--- config.mk ---
export PLATFORM = sky130hd
export DESIGN_NAME = fetch_stage_ifid
export DESIGN_NICKNAME = d
export VERILOG_FILES = /design/src/rtl/fetch_stage_ifid.sv
export SDC_FILE = /design/constraint.sdc
export NUM_CORES = 1
export LEC_CHECK = 0
export ABC_AREA = 1
export BUFFER_PORTS_ARGS = -buffer_cell sky130_fd_sc_hd__buf_2
export CAP_MARGIN = 10
export CORE_ASPECT_RATIO = 1.4
export CORE_MARGIN = 1
export CORE_UTILIZATION = 50
export DETAILED_ROUTE_END_ITERATION = 6
export PLACE_DENSITY = 0.81
export RECOVER_POWER = 100
export SLEW_MARGIN = 40
export SYNTH_ARGS = -nofsm -noshare
export SYNTH_HDL_FRONTEND = slang
export SYNTH_SLANG_ARGS = --single-unit
--- constraint.sdc ---
create_clock -name Clk -period 2.2 [get_ports Clk]
set_input_delay 0.44 -clock Clk [delete_from_list [all_inputs] [get_ports Clk]]
set_output_delay 0.44 -clock Clk [all_outputs]
set_load 0.01 [all_outputs]
--- src/rtl/fetch_stage_ifid.sv ---
// Instruction-fetch stage with IF/ID pipeline register.
// Owns the PC, drives the word-indexed instruction-memory read, and latches
// the fetched word and its PC+4 for decode. It also detects load-use hazards
// against ID/EX and flushes the wrong-path fetch on a taken branch or jump.
module fetch_stage_ifid #(
  parameter logic [31:0] PC_RESET    = 32'h0000_0000,
  parameter int          IMEM_ADDR_W = 10,
  parameter logic [31:0] NOP_INSTR   = 32'h0000_0000
) (
  input  logic                   Clk,
  input  logic                   Rst,
  output logic [IMEM_ADDR_W-1:0] IM_Addr,
  input  logic [31:0]            IM_Data,
  input  logic                   Redirect,
  input  logic [31:0]            RedirectTarget,
  input  logic                   ExtStall,
  input  logic                   IDEX_MemRead,
  input  logic [4:0]             IDEX_Rt,
  output logic [31:0]            PC,
  output logic [31:0]            IFID_Instruction,
  output logic [31:0]            IFID_PCPlus4,
  output logic                   IFID_Valid,
  output logic                   HazardStall
);

  logic [5:0]  op;
  logic [4:0]  rs, rt;
  logic        uses_rs, uses_rt;
  logic        stall;
  logic [31:0] pc_plus4;

  assign op = IFID_Instruction[31:26];
  assign rs = IFID_Instruction[25:21];
  assign rt = IFID_Instruction[20:16];

  // Register-usage decode for the instruction sitting in IF/ID.
  always_comb begin
    uses_rs = !(op == 6'b000010 || op == 6'b000011);
    unique case (op)
      6'b000000, 6'b000100, 6'b000101,
      6'b101011, 6'b101000, 6'b101001: uses_rt = 1'b1;
      default:                         uses_rt = 1'b0;
    endcase
  end

  // Load-use hazard. The load target is only live in EX, so a consumer in ID
  // has to wait one cycle. Register $0 and flushed entries never stall.
  assign HazardStall = IFID_Valid && IDEX_MemRead && (IDEX_Rt != 5'd0) &&
                       ((uses_rs && (rs == IDEX_Rt)) || (uses_rt && (rt == IDEX_Rt)));

  assign stall    = HazardStall | ExtStall;
  assign pc_plus4 = PC + 32'd4;
  assign IM_Addr  = PC[IMEM_ADDR_W+1:2];

  // PC and IF/ID update. The priority order is reset, then redirect, then
  // stall, then advance. A redirect squashes the sequential fetch because
  // there is no delay slot.
  always_ff @(posedge Clk) begin
    if (Rst) begin
      PC               <= {PC_RESET[31:2], 2'b00};
      IFID_Instruction <= NOP_INSTR;
      IFID_PCPlus4     <= 32'd0;
      IFID_Valid       <= 1'b0;
    end else if (Redirect) begin
      PC               <= {RedirectTarget[31:2], 2'b00};
      IFID_Instruction <= NOP_INSTR;
      IFID_PCPlus4     <= 32'd0;
      IFID_Valid       <= 1'b0;
    end else if (!stall) begin
      PC               <= pc_plus4;
      IFID_Instruction <= IM_Data;
      IFID_PCPlus4     <= pc_plus4;
      IFID_Valid       <= 1'b1;
    end
  end

endmodule
### Yosys cells after proc, flatten, opt, wreduce, memory -nomap -nowiden

Cells that the tools add are included.

| storage, ports and cells | value |
|---|---|
| logic and storage cells | 32 |
| bits in registers | 97 |
| input bits | 74 |

| cells by class | value |
|---|---|
| reductions and logical operators | 12 |
| equality and inequality tests | 10 |
| mux-type cells | 3 |
| bitwise logic cells | 1 |
| $add $sub $neg | 1 |

Operator list:

| cell | number |
|---|---|
| $mux 32 | 2 |
| $add 32x3->32 const B | 1 |
| $eq 6x6->1 const B | 3 |
| $eq 6x2->1 const B | 2 |
| $eq 6x3->1 const B | 2 |
| $eq 5x5->1 | 2 |
| $logic_not 6->1 | 1 |
| $reduce_or 6->1 | 1 |
| $logic_and 1x1->1 | 5 |
| $reduce_bool 5->1 | 1 |
| $logic_or 1x1->1 | 2 |
| $ne 2x2->1 const B | 1 |
| $reduce_or 2->1 | 1 |
| $logic_not 1->1 | 1 |
| $mux 1 | 1 |
| $or 1x1->1 | 1 |

### Logic depth before layout (Yosys ltp)

| depth | value |
|---|---|
| depth in word-level cells | 9 |
| mapped depth | 14 |
| mapped depth without buffers | 13 |

### Least setup slack after synthesis

No wires, ideal clock.

| timing path | value |
|---|---|
| kind | register to register |
| from | register PC[2] |
| to | register PC[16] |
| arrival | 1.663 ns |
| slack | 0.467 ns |
| period minus slack after synthesis | 1.733 ns |
| stages on the path, launching flop included | 12 |
| cell sequence | dfxtp_1 -> ha_1 -> nand2_2 -> nor2_4 -> nand2_4 -> nor2_4 -> nand2_2 -> xnor2_1 -> nand2_1 -> nand2_1 -> nand2_1 -> a21oi_1 |

| on the way | value |
|---|---|
| longest elaborated chain between the ends | 3 |

Ends and longest elaborated chain:

| item | line | source |
|---|---|---|
| start, declared | 19 | `output logic [31:0] PC,` |
| start signal, assigned | 60 | `PC <= {PC_RESET[31:2], 2'b00};` |
| start signal, assigned | 65 | `PC <= {RedirectTarget[31:2], 2'b00};` |
| start signal, assigned | 70 | `PC <= pc_plus4;` |
| $add 32x3->32 | 52 | `assign pc_plus4 = PC + 32'd4;` |
| $mux 32 | 69 | `end else if (!stall) begin` |
| $mux 32 | 64 | `end else if (Redirect) begin` |

No other way between the ends. The select of a mux whose other input is x is not followed.
A chain may end at the register's enable or synchronous reset.

### Worst setup path in the final report

| timing path | value |
|---|---|
| from | register IFID_Instruction[20] |
| to | output HazardStall |

| on the way | value |
|---|---|
| longest elaborated chain between the ends | 4 |

Ends and longest elaborated chain:

| item | line | source |
|---|---|---|
| start, declared | 20 | `output logic [31:0] IFID_Instruction,` |
| start signal, assigned | 71 | `IFID_Instruction <= IM_Data;` |
| $eq 5x5->1 | 49 | `((uses_rs && (rs == IDEX_Rt)) \|\| (uses_rt && (rt == IDEX_Rt)));` |
| $logic_and 1x1->1 | 49 |  |
| $logic_or 1x1->1 | 49 |  |
| $logic_and 1x1->1 | 48 | `assign HazardStall = IFID_Valid && IDEX_MemRead && (IDEX_Rt != 5'd0) &&` |
| end, declared | 23 | `output logic HazardStall` |

No other way between the ends.

==> results.md <==
* Vias/cell at 5.08
* Pin count of the biggest net entering global routing at 46
* Number of standard cells in the layout, taps in and fillers out at 1033
* Post-CTS sizing at 0
* Number of warning messages in the yosys log at 0
* Setup Crit Path Kind: register to output pin
* Mean routed wirelength per cell at 13.3 um
* Part of the Yosys area used for sequential elements at 0.381
* Cell taking the most area after synthesis: sky130_fd_sc_hd__dfxtp_1
* Height of the die at 119 um
* P_leak at 0.00260 uW
* Syn Area/Cell at 6.39 sq um
* Area growth, synth to finish at 20.4%
* Final Hold Fails at 0
* # Max-Cap Violations at 0
* Total clock sinks at 93
* Final routed wirelength across all metal layers at 13.8 mm
* Worst Hold Launch: IM_Data[14]
* Worst Path Arrival at 1540 ps
* Initial core utilization at 0.517
* Core box area at 0.00946 sq mm
* Number of placed cells counting well taps at 1017
* Setup skew after layout at 5.63 ps
* Design Area, Final at 0.00589 sq mm
* Clock-pin slew reported for the worst setup and hold paths after clock tree synthesis at 70 ps
* DRC marker count from the first detailed-route iteration at 272
* Number of global-route vias before repair at 4762
* Global-route congestion overflow total at 0
* Synth Flop Type: sky130_fd_sc_hd__dfxtp_1
* Required time at the worst-slack endpoint at 1760 ps
* Unrepaired setup endpoints after global routing: no
* Final setup viols at 0
* Total of flip-flops plus latches after synthesis at 93
* Largest voltage drop on the vdd net at 382 uV
* Number of levels in the clock H-tree at 3
* Clock tree from TritonCTS: done
* Min-Delay Path Depth at 3
* Pre-Repair DR Iteration Count at 5
* Die span in x at 85.6 um
* Number of setup buffers added after CTS at 0
* Worst Setup End Kind: output pin
* Via count at 5245
* Critical Path Start Type: register
* Number of nets at the end of the flow at 993
* Count of flip-flops with a built-in enable after synthesis at 0
* All-Layer GR Usage at 0.275
* Reg-to-Reg Start: PC[2]
* Cell Pwr Density at 653 mW/mm^2
* Synth unique cells at 28
* Synth top area cells: sky130_fd_sc_hd__dfxtp_1, sky130_fd_sc_hd__nand2_1, sky130_fd_sc_hd__nor2_1
* TritonCTS buffer count at 9
* Share of cells above drive strength 1 at 0.138
* Remaining routing DRC violations at 0
* Portion of synthesized cell area occupied by the leading cell type at 0.381
* Final TNS setup at 0 ps
* Hold-fix buffers, CTS at 0
* Post-route antenna net violation count at 0
* Clock tree buffer depth at 2
* Area of the die at 0.0102 sq mm
* Standard-cell rows at 42
* Area of combinational cells with multiple inputs at 0.00261 sq mm
* Hold Crit Class: primary input to register
* Run status: finished, final reports clean
* Period Utilization, post-route at 0.901
* Highest fanout seen on the critical path at 4
* Port-buffer cells at 175
* Fraction of synthesis flops using an asynchronous set or reset pin at 0
* Fillcell total at 981
* Cell at the root of the clock tree: sky130_fd_sc_hd__clkbuf_16
* Clock network latency to the later pin of the worst-skew pair at 340 ps
* Final number of max-transition violations at 0
* Number of diodes added for antenna fixing at 0
* Gpl congestion at 0.963
* Antenna violations before repair at 0
* HPWL Detailed at 10.4 mm
* Wire length of the first global-routing pass at 22.2 mm
* Area used by sequential logic in the layout at 0.00186 sq mm
* Final Util at 0.622
* Count of cells along the worst register-to-register path at 10
* Count of boundary I/O pins at 182
* Start point of the critical path: IFID_Instruction[20]
* Mapped Area at 0.00489 sq mm
* F_max at 504 MHz
* Instance area at placement at 0.00574 sq mm
* Fin crit period at 1980 ps
* Synthesized instance count at 765
-- sequential cells by signal (all words and copies together), names as in the netlist --
name              cells
IFID_PCPlus4         30
PC                   30
IFID_Instruction     32
IFID_Valid            1
-- worst max-delay path, stage by stage (launching register included) --
cell                      delay [ps]
sky130_fd_sc_hd__dfxtp_1         380
sky130_fd_sc_hd__inv_1            60
sky130_fd_sc_hd__nand2_1          50
sky130_fd_sc_hd__nand2_1          50
sky130_fd_sc_hd__nor2_1          140
sky130_fd_sc_hd__nand2_1          70
sky130_fd_sc_hd__o21ai_0         200
sky130_fd_sc_hd__nand2_2         100
sky130_fd_sc_hd__inv_1            60
sky130_fd_sc_hd__buf_2           120
-- cell type report --
| cell class | instances | area share |
|---|---|---|
| multi-input combinational | 595 | 0.444 |
| sequential | 93 | 0.316 |
| timing repair buffer | 191 | 0.150 |
| clock buffer | 10 | 0.0406 |
| tap | 110 | 0.0234 |
| inverter | 28 | 0.0178 |
| clock inverter | 6 | 0.00786 |
-- layer usage --
layer	up-vias	track usage	wire, um
met1	2315	0.320	5550
met2	202	0.486	6920
met5	-	0	0
met3	29	0.0347	814
met4	0	0.145	492
li1	2699	-	-
-- power breakdown --
part	total, uW	switching [uW]	internal [uW]
sequential	1840	80.7	1760
clock	1470	671	803
combinational	534	332	202
total	3850	1080	2760
-- Yosys cell counts (all sizes together) (4+ instances only) --
cell / n
nand2: 283
nor2: 142
dfxtp: 93
nand3: 47
a21oi: 44
o21ai: 42
buf: 31
inv: 27
clkbuf: 21
xor2: 13
nand3b: 10
xnor2: 4
-- metrics by stage --
stage / hold slack [ps] / power (uW) / setup WS [ps]
final: 344 / 3850 / 218
after global routing: 348 / 4030 / 85.3
after CTS: 332 / 3900 / 253
after detailed placement: 455 / 2430 / 262
after global placement: 449 / 2420 / 314
after floorplan: 487 / 2220 / 467
-- cells in the final DEF, fill, tap and decap left out, types with 2 or more instances in the layout --
master / count
sky130_fd_sc_hd__and3_1: 2
sky130_fd_sc_hd__conb_1: 4
sky130_fd_sc_hd__nor2_2: 6
sky130_fd_sc_hd__buf_12: 2
sky130_fd_sc_hd__o21ai_0: 42
sky130_fd_sc_hd__clkbuf_1: 102
sky130_fd_sc_hd__nor2_4: 4
sky130_fd_sc_hd__buf_4: 11
sky130_fd_sc_hd__a21oi_1: 44
sky130_fd_sc_hd__inv_1: 20
sky130_fd_sc_hd__xnor2_1: 4
sky130_fd_sc_hd__clkinv_4: 2
sky130_fd_sc_hd__nor2_1: 132
sky130_fd_sc_hd__buf_2: 74
sky130_fd_sc_hd__nand3_1: 46
sky130_fd_sc_hd__inv_2: 7
sky130_fd_sc_hd__clkbuf_16: 9
sky130_fd_sc_hd__clkbuf_2: 2
sky130_fd_sc_hd__nand2_2: 2
sky130_fd_sc_hd__xor2_1: 13
sky130_fd_sc_hd__nand2_1: 279
sky130_fd_sc_hd__clkinvlp_4: 2
sky130_fd_sc_hd__nand4_1: 2
sky130_fd_sc_hd__dfxtp_1: 93
sky130_fd_sc_hd__nand3b_1: 10
sky130_fd_sc_hd__nand2_4: 2
-- final timing paths --
path | end | slack [ps]
worst max-delay path | HazardStall | 220
worst min-delay path | IFID_Instruction[14] | 340
worst max register to register | PC[8] | 230
worst min register to register | IFID_Instruction[6] | 470
-- logic make-up (layout without fill, tap and decap cells) --
group	Yosys count	count (layout)	share of synthesized area
other	1	4	0.000767
and+or+nand+nor	487	487	0.411
adders and majority gates	1	1	0.00256
DFF	93	93	0.381
AOI/OAI and AO/OA	86	86	0.0880
buffers and inverters	80	235	0.0870
xor gates and xnor gates	17	17	0.0304
(Power assumes the default switching activity.)
